**config.mk**
```make
export PLATFORM = sky130hd
export DESIGN_NAME = uart_cmd_decoder
export DESIGN_NICKNAME = d
export VERILOG_FILES = /design/src/rtl/uart_cmd_decoder.sv
export SDC_FILE = /design/constraint.sdc
export NUM_CORES = 1
export LEC_CHECK = 0
export BUFFER_PORTS_ARGS = -buffer_cell sky130_fd_sc_hd__buf_2
export CORE_ASPECT_RATIO = 1.4
export CORE_MARGIN = 3
export CORE_UTILIZATION = 55
export CTS_BUF_LIST = sky130_fd_sc_hd__clkbuf_16
export CTS_CLUSTER_SIZE = 10
export DETAILED_ROUTE_END_ITERATION = 16
export PLACE_DENSITY = 0.77
export SKIP_CTS_REPAIR_TIMING = 1
export SLEW_MARGIN = 40
export SYNTH_ARGS = -nofsm -noshare
export SYNTH_HDL_FRONTEND = slang
export SYNTH_SLANG_ARGS = --single-unit
```
**constraint.sdc**
```tcl
create_clock -name clk -period 2.48 [get_ports clk]
set_clock_uncertainty 0.15 [all_clocks]
set_input_delay 0.496 -clock clk [delete_from_list [all_inputs] [get_ports clk]]
set_output_delay 0.496 -clock clk [all_outputs]
set_load 0.005 [all_outputs]
```
**src/rtl/uart_cmd_decoder.sv**
```systemverilog
// Host command frame decoder: sync / address / DATA_BYTES data / [checksum] -> one register-write strobe.
// Define UART_CMD_CHECKSUM_EN to add the trailing XOR checksum byte and the frame_err check.
module uart_cmd_decoder #(
    parameter int unsigned ADDR_WIDTH     = 8,
    parameter int unsigned DATA_BYTES     = 4,
    parameter logic [7:0]  SYNC_BYTE      = 8'hA5,
    parameter int unsigned TIMEOUT_CYCLES = 100000,
    parameter int unsigned TIMEOUT_WIDTH  = 17
) (
    input  logic                    clk,
    input  logic                    rst_n,
    input  logic [7:0]              rx_word,
    input  logic                    rx_done,
    output logic [5:0]              rx_bits,
    output logic                    wr_en,
    output logic [ADDR_WIDTH-1:0]   wr_addr,
    output logic [8*DATA_BYTES-1:0] wr_data,
    output logic                    frame_err,
    output logic                    timeout_err,
    output logic                    busy
);
    localparam int unsigned              DW       = 8 * DATA_BYTES;
    localparam logic [2:0]               LAST_IDX = 3'(DATA_BYTES - 1);
    localparam logic [TIMEOUT_WIDTH-1:0] CNT_LAST = TIMEOUT_WIDTH'(TIMEOUT_CYCLES - 1);

    typedef enum logic [1:0] {
        IDLE,
        ADDR,
`ifdef UART_CMD_CHECKSUM_EN
        DATA,
        CSUM
`else
        DATA
`endif
    } state_t;

    state_t                   state_q, state_d;
    logic [TIMEOUT_WIDTH-1:0] cnt_q, cnt_d;
    logic [2:0]               idx_q, idx_d;
    logic [ADDR_WIDTH-1:0]    shadow_addr_q, shadow_addr_d;
    logic [DW-1:0]            shadow_data_q, shadow_data_d;
    logic                     commit_d, tout_d;
    logic                     wr_en_q, timeout_err_q, busy_q;
    logic [ADDR_WIDTH-1:0]    wr_addr_q;
    logic [DW-1:0]            wr_data_q;
    logic                     load_data;
`ifdef UART_CMD_CHECKSUM_EN
    logic [7:0]               csum_q, csum_d;
    logic                     ferr_d, frame_err_q;
`endif

    assign load_data = rx_done && (state_q == DATA);

    // Each lane only accepts the byte whose index matches it (little-endian assembly).
    for (genvar gi = 0; gi < DATA_BYTES; gi++) begin : g_lane
        assign shadow_data_d[8*gi +: 8] = (load_data && (idx_q == 3'(gi))) ? rx_word
                                                                          : shadow_data_q[8*gi +: 8];
    end

    always_comb begin
        state_d       = state_q;
        cnt_d         = cnt_q;
        idx_d         = idx_q;
        shadow_addr_d = shadow_addr_q;
        commit_d      = 1'b0;
        tout_d        = 1'b0;
`ifdef UART_CMD_CHECKSUM_EN
        csum_d        = csum_q;
        ferr_d        = 1'b0;
`endif
        // A byte arriving on the expiry cycle wins over the timeout.
        if (state_q != IDLE) begin
            if (rx_done) begin
                cnt_d = '0;
            end else if (cnt_q == CNT_LAST) begin
                cnt_d   = '0;
                tout_d  = 1'b1;
                state_d = IDLE;
            end else begin
                cnt_d = cnt_q + TIMEOUT_WIDTH'(1);
            end
        end
        if (rx_done) begin
            case (state_q)
                IDLE: begin
                    if (rx_word == SYNC_BYTE) state_d = ADDR;
                end
                ADDR: begin
                    shadow_addr_d = rx_word[ADDR_WIDTH-1:0];
                    idx_d         = '0;
                    state_d       = DATA;
`ifdef UART_CMD_CHECKSUM_EN
                    csum_d        = rx_word;
`endif
                end
                DATA: begin
                    idx_d = idx_q + 3'd1;
`ifdef UART_CMD_CHECKSUM_EN
                    csum_d = csum_q ^ rx_word;
                    if (idx_q == LAST_IDX) state_d = CSUM;
`else
                    if (idx_q == LAST_IDX) begin
                        state_d  = IDLE;
                        commit_d = 1'b1;
                    end
`endif
                end
`ifdef UART_CMD_CHECKSUM_EN
                CSUM: begin
                    state_d = IDLE;
                    if (rx_word == csum_q) commit_d = 1'b1;
                    else                   ferr_d   = 1'b1;
                end
`endif
                default: state_d = IDLE;
            endcase
        end
    end

    always_ff @(posedge clk or negedge rst_n) begin
        if (!rst_n) begin
            state_q       <= IDLE;
            cnt_q         <= '0;
            idx_q         <= '0;
            shadow_addr_q <= '0;
            shadow_data_q <= '0;
            wr_en_q       <= 1'b0;
            wr_addr_q     <= '0;
            wr_data_q     <= '0;
            timeout_err_q <= 1'b0;
            busy_q        <= 1'b0;
`ifdef UART_CMD_CHECKSUM_EN
            csum_q        <= '0;
            frame_err_q   <= 1'b0;
`endif
        end else begin
            state_q       <= state_d;
            cnt_q         <= cnt_d;
            idx_q         <= idx_d;
            shadow_addr_q <= shadow_addr_d;
            shadow_data_q <= shadow_data_d;
            wr_en_q       <= commit_d;
            timeout_err_q <= tout_d;
            busy_q        <= (state_d != IDLE);
            // Without a checksum the commit happens on the last data byte, so use the next-state shadow.
            if (commit_d) begin
                wr_addr_q <= shadow_addr_d;
                wr_data_q <= shadow_data_d;
            end
`ifdef UART_CMD_CHECKSUM_EN
            csum_q        <= csum_d;
            frame_err_q   <= ferr_d;
`endif
        end
    end

    assign rx_bits     = 6'd8;
    assign wr_en       = wr_en_q;
    assign wr_addr     = wr_addr_q;
    assign wr_data     = wr_data_q;
    assign timeout_err = timeout_err_q;
    assign busy        = busy_q;
`ifdef UART_CMD_CHECKSUM_EN
    assign frame_err   = frame_err_q;
`else
    assign frame_err   = 1'b0;
`endif

endmodule

```
==> reports/results.txt, run 1 <==
Total track usage: 20.67%
CP Launch Type: flop
Yosys top cell by area: dfrtp_1
Final setup vio count: 0
Status: complete, no violations
Slew at the pin closest to its max-slew limit: 0.5305 ns
Hold Path Class: in2reg
Gr ovfl total: 0
Synth unique cells: 41
Vias in the first global route: 2935
Post-route DRC: 0
1st-iter DRT viols: 175
Sum Neg Setup Slack: 0 ns
Final min period: 2.233 ns
ANT cells: 0
Initial antenna violation count: 0
Pwr per Cell Area: 872.3 mW/mm^2
Post-route core utilization: 66.28%
Fill cell count: 560
Sequential power share: 48.5%
Root Driver: clkbuf_16
Fmax: 447.8 MHz
Hold worst-path end: wr_data[24]$_DFFE_PN0P_
Unrepaired setup endpoints after global routing: false
FF-to-FF Start: state_q[0]$_DFF_PN0_
Die ar.: 0.008807 mm^2
Wire length of the first global-routing pass: 13700 um
Starting Density: 57.20%
Top Ports: 61
Crit path kind: reg2reg
DP Cell Count: 502
Post-synthesis sequential area ratio: 57.29%
Hold Fails Final Rpt: 0
Yosys warns: 0
Area contributors post-synth: dfrtp_1 57%, mux2_2 14%, nand2_1 6.5%
Worst Path Arrival: 2.32 ns
VDD IR-drop max: 0.7589 mV
Slew headroom: 64.31%
Mapped Area: 0.004237 mm^2
Die height: 109.8 um
Worst reg2reg path endpoint: wr_data[12]$_DFFE_PN0P_
CTS tree: yes
Fin crit share: 90.05%
Int Power: 3.007 mW
CTS max path bufs: 2
Crit path max fanout: 8
Post-DP HPWL: 5804 um
Clock slew at reported path FFs: 0.07 ns
WL final: 8243 um
Top cell type's share of synthesized area: 57.29%
Num CTS Buffers: 9
Sw frac: 29.78%
Wire per inst: 15.88 um
Syn Inst Count: 359
Antenna Violating Nets Remaining: 0
Fin. max-slew vios: 0
Number of synthesized flops with an enable pin: 0
Vias post-DR: 2812
Final non-filler cell total: 519
Final nets: 438
Clock sink total: 97
Port Buffers: 53
Ys async rst share: 100.0%
Worst hold path startpoint: rx_word[0]
Core ar.: 0.007407 mm^2
Row cnt: 37
Routability cong.: 0.9503
Area Growth Syn to Fin: 15.89%
Layout cell share with drive strength beyond 1: 33.65%
Post-route total power: 4.283 mW
Synth Area per Inst: 11.80 um^2
Flop and latch count out of synthesis: 97
Area occupied by multi-input gates: 0.001668 mm^2
Nature of the critical path endpoint: flop
Critical path launch point: state_q[0]$_DFF_PN0_
Clock Power Share: 31.0%
FF/Latch Area: 0.002427 mm^2
Hold depth: 3
CP required: 2.57 ns
CTS H-tree depth: 3
Worst-Skew Late Latency: 0.35 ns
Primary FF master, synth: dfrtp_1
Max Cap Viol: 0
Detailed-router iteration count before antenna repair: 4
Switch Pwr: 1.275 mW
Gate power share: 20.6%
Largest net degree at the start of global routing: 47
Lkg Pwr: 2.537 nW
Vias per inst: 5.418
R2r setup slk: 0.25 ns
FF-to-FF path depth: 6
Die Span X: 80.18 um
Yosys cell counts, types with 3 or more instances:
library cell  count
mux2_2           54
or3_1             7
buf_4             7
nor4_1            3
o21bai_1          3
dfrtp_1          97
nand2_1          73
nand3_1           7
nor3_1            3
nor2_1            6
buf_1             4
or2_2             3
o21ai_0          12
inv_1            11
clkbuf_1          8
ha_1             10
xnor2_1           5
nor4bb_1          3
nand4_1           4
a21oi_1           6
nand3b_1          3
a22oi_2           4
routing by layer:
| metal | track usage, % | vias to the layer above | wire length (um) |
|---|---|---|---|
| li1 | - | 1340 | - |
| met1 | 23.15 | 1406 | 3430 |
| met2 | 36.20 | 49 | 4294 |
| met3 | 5.328 | 17 | 320 |
| met4 | 10.14 | 0 | 197 |
| met5 | 0 | - | 0 |
state kept, by name (all words and copies together) (netlist names):
| register | count |
|---|---|
| shadow_data_q | 24 |
| wr_data | 32 |
| idx_q | 3 |
| wr_en | 1 |
| busy | 1 |
| state_q | 2 |
| wr_addr | 8 |
| cnt_q | 17 |
| shadow_addr_q | 8 |
| timeout_err | 1 |
worst max-delay path by stage:
stage | to | slack [ns]
after floorplan | cnt_q[13]$_DFFE_PN0N_ | 0.30
after global placement | cnt_q[13]$_DFFE_PN0N_ | 0.35
after detailed placement | wr_data[12]$_DFFE_PN0P_ | 0.29
after CTS | wr_data[8]$_DFFE_PN0P_ | 0.27
after global routing | wr_data[7]$_DFFE_PN0P_ | 0.16
final | wr_data[12]$_DFFE_PN0P_ | 0.25
cell families after synthesis:
group / after synthesis / share of synthesized area, %
buffers and inverters: 33 / 3.780
other: 2 / 0.1773
XOR/XNOR: 5 / 1.034
AO/OA/AOI/OAI: 31 / 5.050
AND/OR/NAND/NOR: 125 / 14.83
adder cells (fa/ha/maj): 10 / 2.953
multiplexers: 56 / 14.88
flip-flops: 97 / 57.29
power by group through the flow:
stage | logic (mW) | registers [mW] | clock network (mW)
detailed placement | 0.874 | 2.10 | 0
global route | 0.989 | 2.12 | 1.40
finish | 0.881 | 2.08 | 1.33
floorplan | 0.671 | 2.04 | 0
CTS | 0.888 | 2.08 | 1.35
global placement | 0.832 | 2.09 | 0
metrics by stage:
step	setup WS, ns	instance area (um^2)	hold slack [ns]
4_1_cts	0.2702	4900	-0.08654
6_report	0.2468	4910	0.2779
3_5_place_dp	0.2898	4613	0.2864
2_1_floorplan	0.3020	4255	0.05041
3_3_place_gp	0.3504	4613	0.2806
5_1_grt	0.1553	4910	0.2905
final cells by class:
type | count | share of cell area, %
flip-flops and latches | 97 | 49.44
repair buffers | 64 | 7.441
clock buffers | 9 | 4.587
clock inverters | 7 | 1.249
multi-input cells | 234 | 33.97
inverters | 11 | 0.8410
well taps | 97 | 2.472
cell usage in the layout, fill, tap and decap left out, drive strengths merged, types with 5 or more instances in the layout:
master  synthesis  final
a21oi           6      6
buf            14     63
clkbuf          8      9
conb            2      7
dfrtp          97     97
ha             10     10
inv            11     16
mux2           56     56
nand2          73     73
nand3           7      7
nor2            6      6
o21ai          12     12
or3             7      7
xnor2           5      5
critical path, cell delays in order, from the launching register on:
cell and delay, ns:
dfrtp_1 0.40, inv_1 0.09, ha_1 0.27, and3b_1 0.25, nand2_1 0.31, mux2_2 0.40
mux2_2 0.26
No activity file was read; power rests on OpenSTA's default activity.
==> run 2: changes to the inputs <==
--- a/config.mk
+++ b/config.mk
@@ -5,6 +5,8 @@
 export SDC_FILE = /design/constraint.sdc
 export NUM_CORES = 1
 export LEC_CHECK = 0
+export ABC_AREA = 1
+export ABC_CLOCK_PERIOD_IN_PS = 2480
 export BUFFER_PORTS_ARGS = -buffer_cell sky130_fd_sc_hd__buf_2
 export CORE_ASPECT_RATIO = 1.4
 export CORE_MARGIN = 3
==> reports/results.txt, run 2 <==
Status: complete, no violations
Max Cap Viol: 0
CTS H-tree depth: 3
Routability cong.: 0.8491
Gr ovfl total: 0
Hold Path Class: in2reg
Worst-Skew Late Latency: 0.34 ns
Fmax: 476.0 MHz
Root Driver: clkbuf_16
Crit. path cell count: 6
Post-DP HPWL: 6471 um
Die ar.: 0.008945 mm^2
Final min period: 2.101 ns
Cell mode on critical path: ha_1
Layout cell share with drive strength beyond 1: 21.33%
Worst Path Arrival: 2.17 ns
Clock sink total: 97
Post-synthesis mux area share: 8.365%
ANT cells: 0
Yosys warns: 0
Synth Area per Inst: 9.552 um^2
Detailed-router iteration count before antenna repair: 4
Initial antenna violation count: 0
Final setup vio count: 0
Largest net degree at the start of global routing: 53
Crit path kind: reg2reg
Port Buffers: 53
Worst path cell trace: ha_1, ha_1, clkinv_1, nor2_4, buf_12, mux2_2
Row cnt: 37
Max reg flops: 32
Area contributors post-synth: dfrtp_1 56%, nand2_1 10%, mux2_2 8.4%
Sum Neg Setup Slack: 0 ns
Ys async rst share: 100.0%
CTS tree: yes
Adder-Cell Fraction of Synth Area: 2.904%
Vias per inst: 5.039
Synth Area in XOR/XNOR: 0.6099%
Flop and latch count out of synthesis: 97
Wire length of the first global-routing pass: 14810 um
Count leader, synth: nand2_1
Wire per inst: 14.63 um
Vias in the first global route: 3171
Critical path buffer and inverter count: 2
Critical path launch point: idx_q[0]$_DFFE_PN0P_
R2r setup slk: 0.38 ns
VDD IR-drop max: 0.5882 mV
Mapped Area: 0.004308 mm^2
Worst reg2reg path endpoint: wr_data[4]$_DFFE_PN0P_
Primary FF master, synth: dfrtp_1
Fin. max-slew vios: 0
Antenna Violating Nets Remaining: 0
CP required: 2.55 ns
CTS max path bufs: 2
Pre-CTS setup slack: 0.3937 ns
End point of the critical path: wr_data[4]$_DFFE_PN0P_
Simple-gate area share of the yosys netlist: 17.40%
Vias post-DR: 3064
FF-to-FF Start: idx_q[0]$_DFFE_PN0P_
Core ar.: 0.007500 mm^2
Die Span X: 80.80 um
Commonest cells after routing, fill and taps aside: 117 x nand2_1, 97 x dfrtp_1, 52 x buf_2
Clock slew at reported path FFs: 0.06 ns
Starting Density: 57.44%
FF-to-FF path depth: 6
Post-synthesis sequential area ratio: 56.35%
Lkg Pwr: 2.671 nW
Yosys top cell by area: dfrtp_1
Fin crit share: 84.71%
Fill cell count: 611
Post-synthesis compound-gate area fraction: 7.000%
Slew headroom: 65.87%
Area Growth Syn to Fin: 15.54%
Syn Inst Count: 451
Total track usage: 21.46%
Slowest CP cell: dfrtp_1
Slew at the pin closest to its max-slew limit: 0.5107 ns
Final nets: 527
Number of synthesized flops with an enable pin: 0
Top cell type's share of synthesized area: 56.35%
Hold Fails Final Rpt: 0
1st-iter DRT viols: 94
Unrepaired setup endpoints after global routing: false
Top Ports: 61
CP top delay family: buffers and inverters
Crit path max fanout: 41
Synth unique cells: 25
Top cells by count, synth: 117 x nand2_1, 97 x dfrtp_1, 44 x inv_1
Setup ws final: 0.3792 ns
Die height: 110.7 um
Nature of the critical path endpoint: flop
Commonest non-fill, non-tap cell in the layout: nand2_1
Largest family of logic cells by synthesized area: simple AND/OR/NAND/NOR gates
Pwr per Cell Area: 837.4 mW/mm^2
WL final: 8893 um
CP Launch Type: flop
CP peak stage delay: 0.40 ns
Num CTS Buffers: 9
Post-route DRC: 0
==> run 2: power breakdown <==
part | internal, mW | switching (mW)
registers | 1.85 | 0.147
logic | 0.237 | 0.428
clock network | 0.894 | 0.607
==> run 2: layout make-up <==
cell class              count  area [um^2]  share of cell area (%)
flip-flops and latches     97         2427                   48.77
multi-input cells         294         1597                   32.08
repair buffers             57        325.3                   6.536
clock buffers               9        225.2                   4.525
inverters                  47        181.4                   3.645
well taps                  97        121.4                   2.438
clock inverters             7        100.1                   2.011
==> run 2: through the flow <==
step / power [mW] / util, % / hold slack, ns / cell area (um^2) / cells
5_1_grt: 4.394 / 66.37 / 0.2261 / 4977 / 608
4_1_cts: 4.192 / 66.23 / -0.09288 / 4967 / 607
3_5_place_dp: 2.692 / 61.90 / 0.2759 / 4642 / 591
6_report: 4.168 / 66.37 / 0.2252 / 4977 / 608
3_3_place_gp: 2.636 / 61.90 / 0.2692 / 4642 / 591
2_1_floorplan: 2.456 / - / 0.05041 / 4327 / 456
==> run 2: kinds of logic after synthesis <==
logic type      count (synthesis)
fa+ha+maj                      10
mux                            32
simple gates                  184
other cells                     2
buf+inv                        65
xor+xnor                        3
flops                          97
compound gates                 58
==> run 2: worst min-delay path, cell delays in order <==
cell,delay (ns)
buf_2,0.09
nand2_1,0.05
nand2_1,0.05
==> run 2: routing by layer <==
layer	part of all wire, %	global-route usage, %	up-vias
li1	-	-	1529
met1	41	25.01	1460
met2	52	36.45	60
met3	4.2	5.041	15
met4	2.5	10.26	0
met5	0	0	-
==> run 2: how the worst min path moves through the flow <==
| stage | startpoint | end | slack, ns | cells after the start |
|---|---|---|---|---|
| floorplan | rst_n | busy$_DFF_PN0_ | 0.05 | 0 |
| global placement | rst_n | cnt_q[8]$_DFFE_PN0N_ | 0.27 | 1 |
| detailed placement | rst_n | cnt_q[8]$_DFFE_PN0N_ | 0.28 | 1 |
| CTS | rst_n | wr_data[8]$_DFFE_PN0P_ | -0.09 | 1 |
| global route | rx_word[1] | wr_data[25]$_DFFE_PN0P_ | 0.23 | 3 |
| finish | rx_word[1] | wr_data[25]$_DFFE_PN0P_ | 0.23 | 3 |
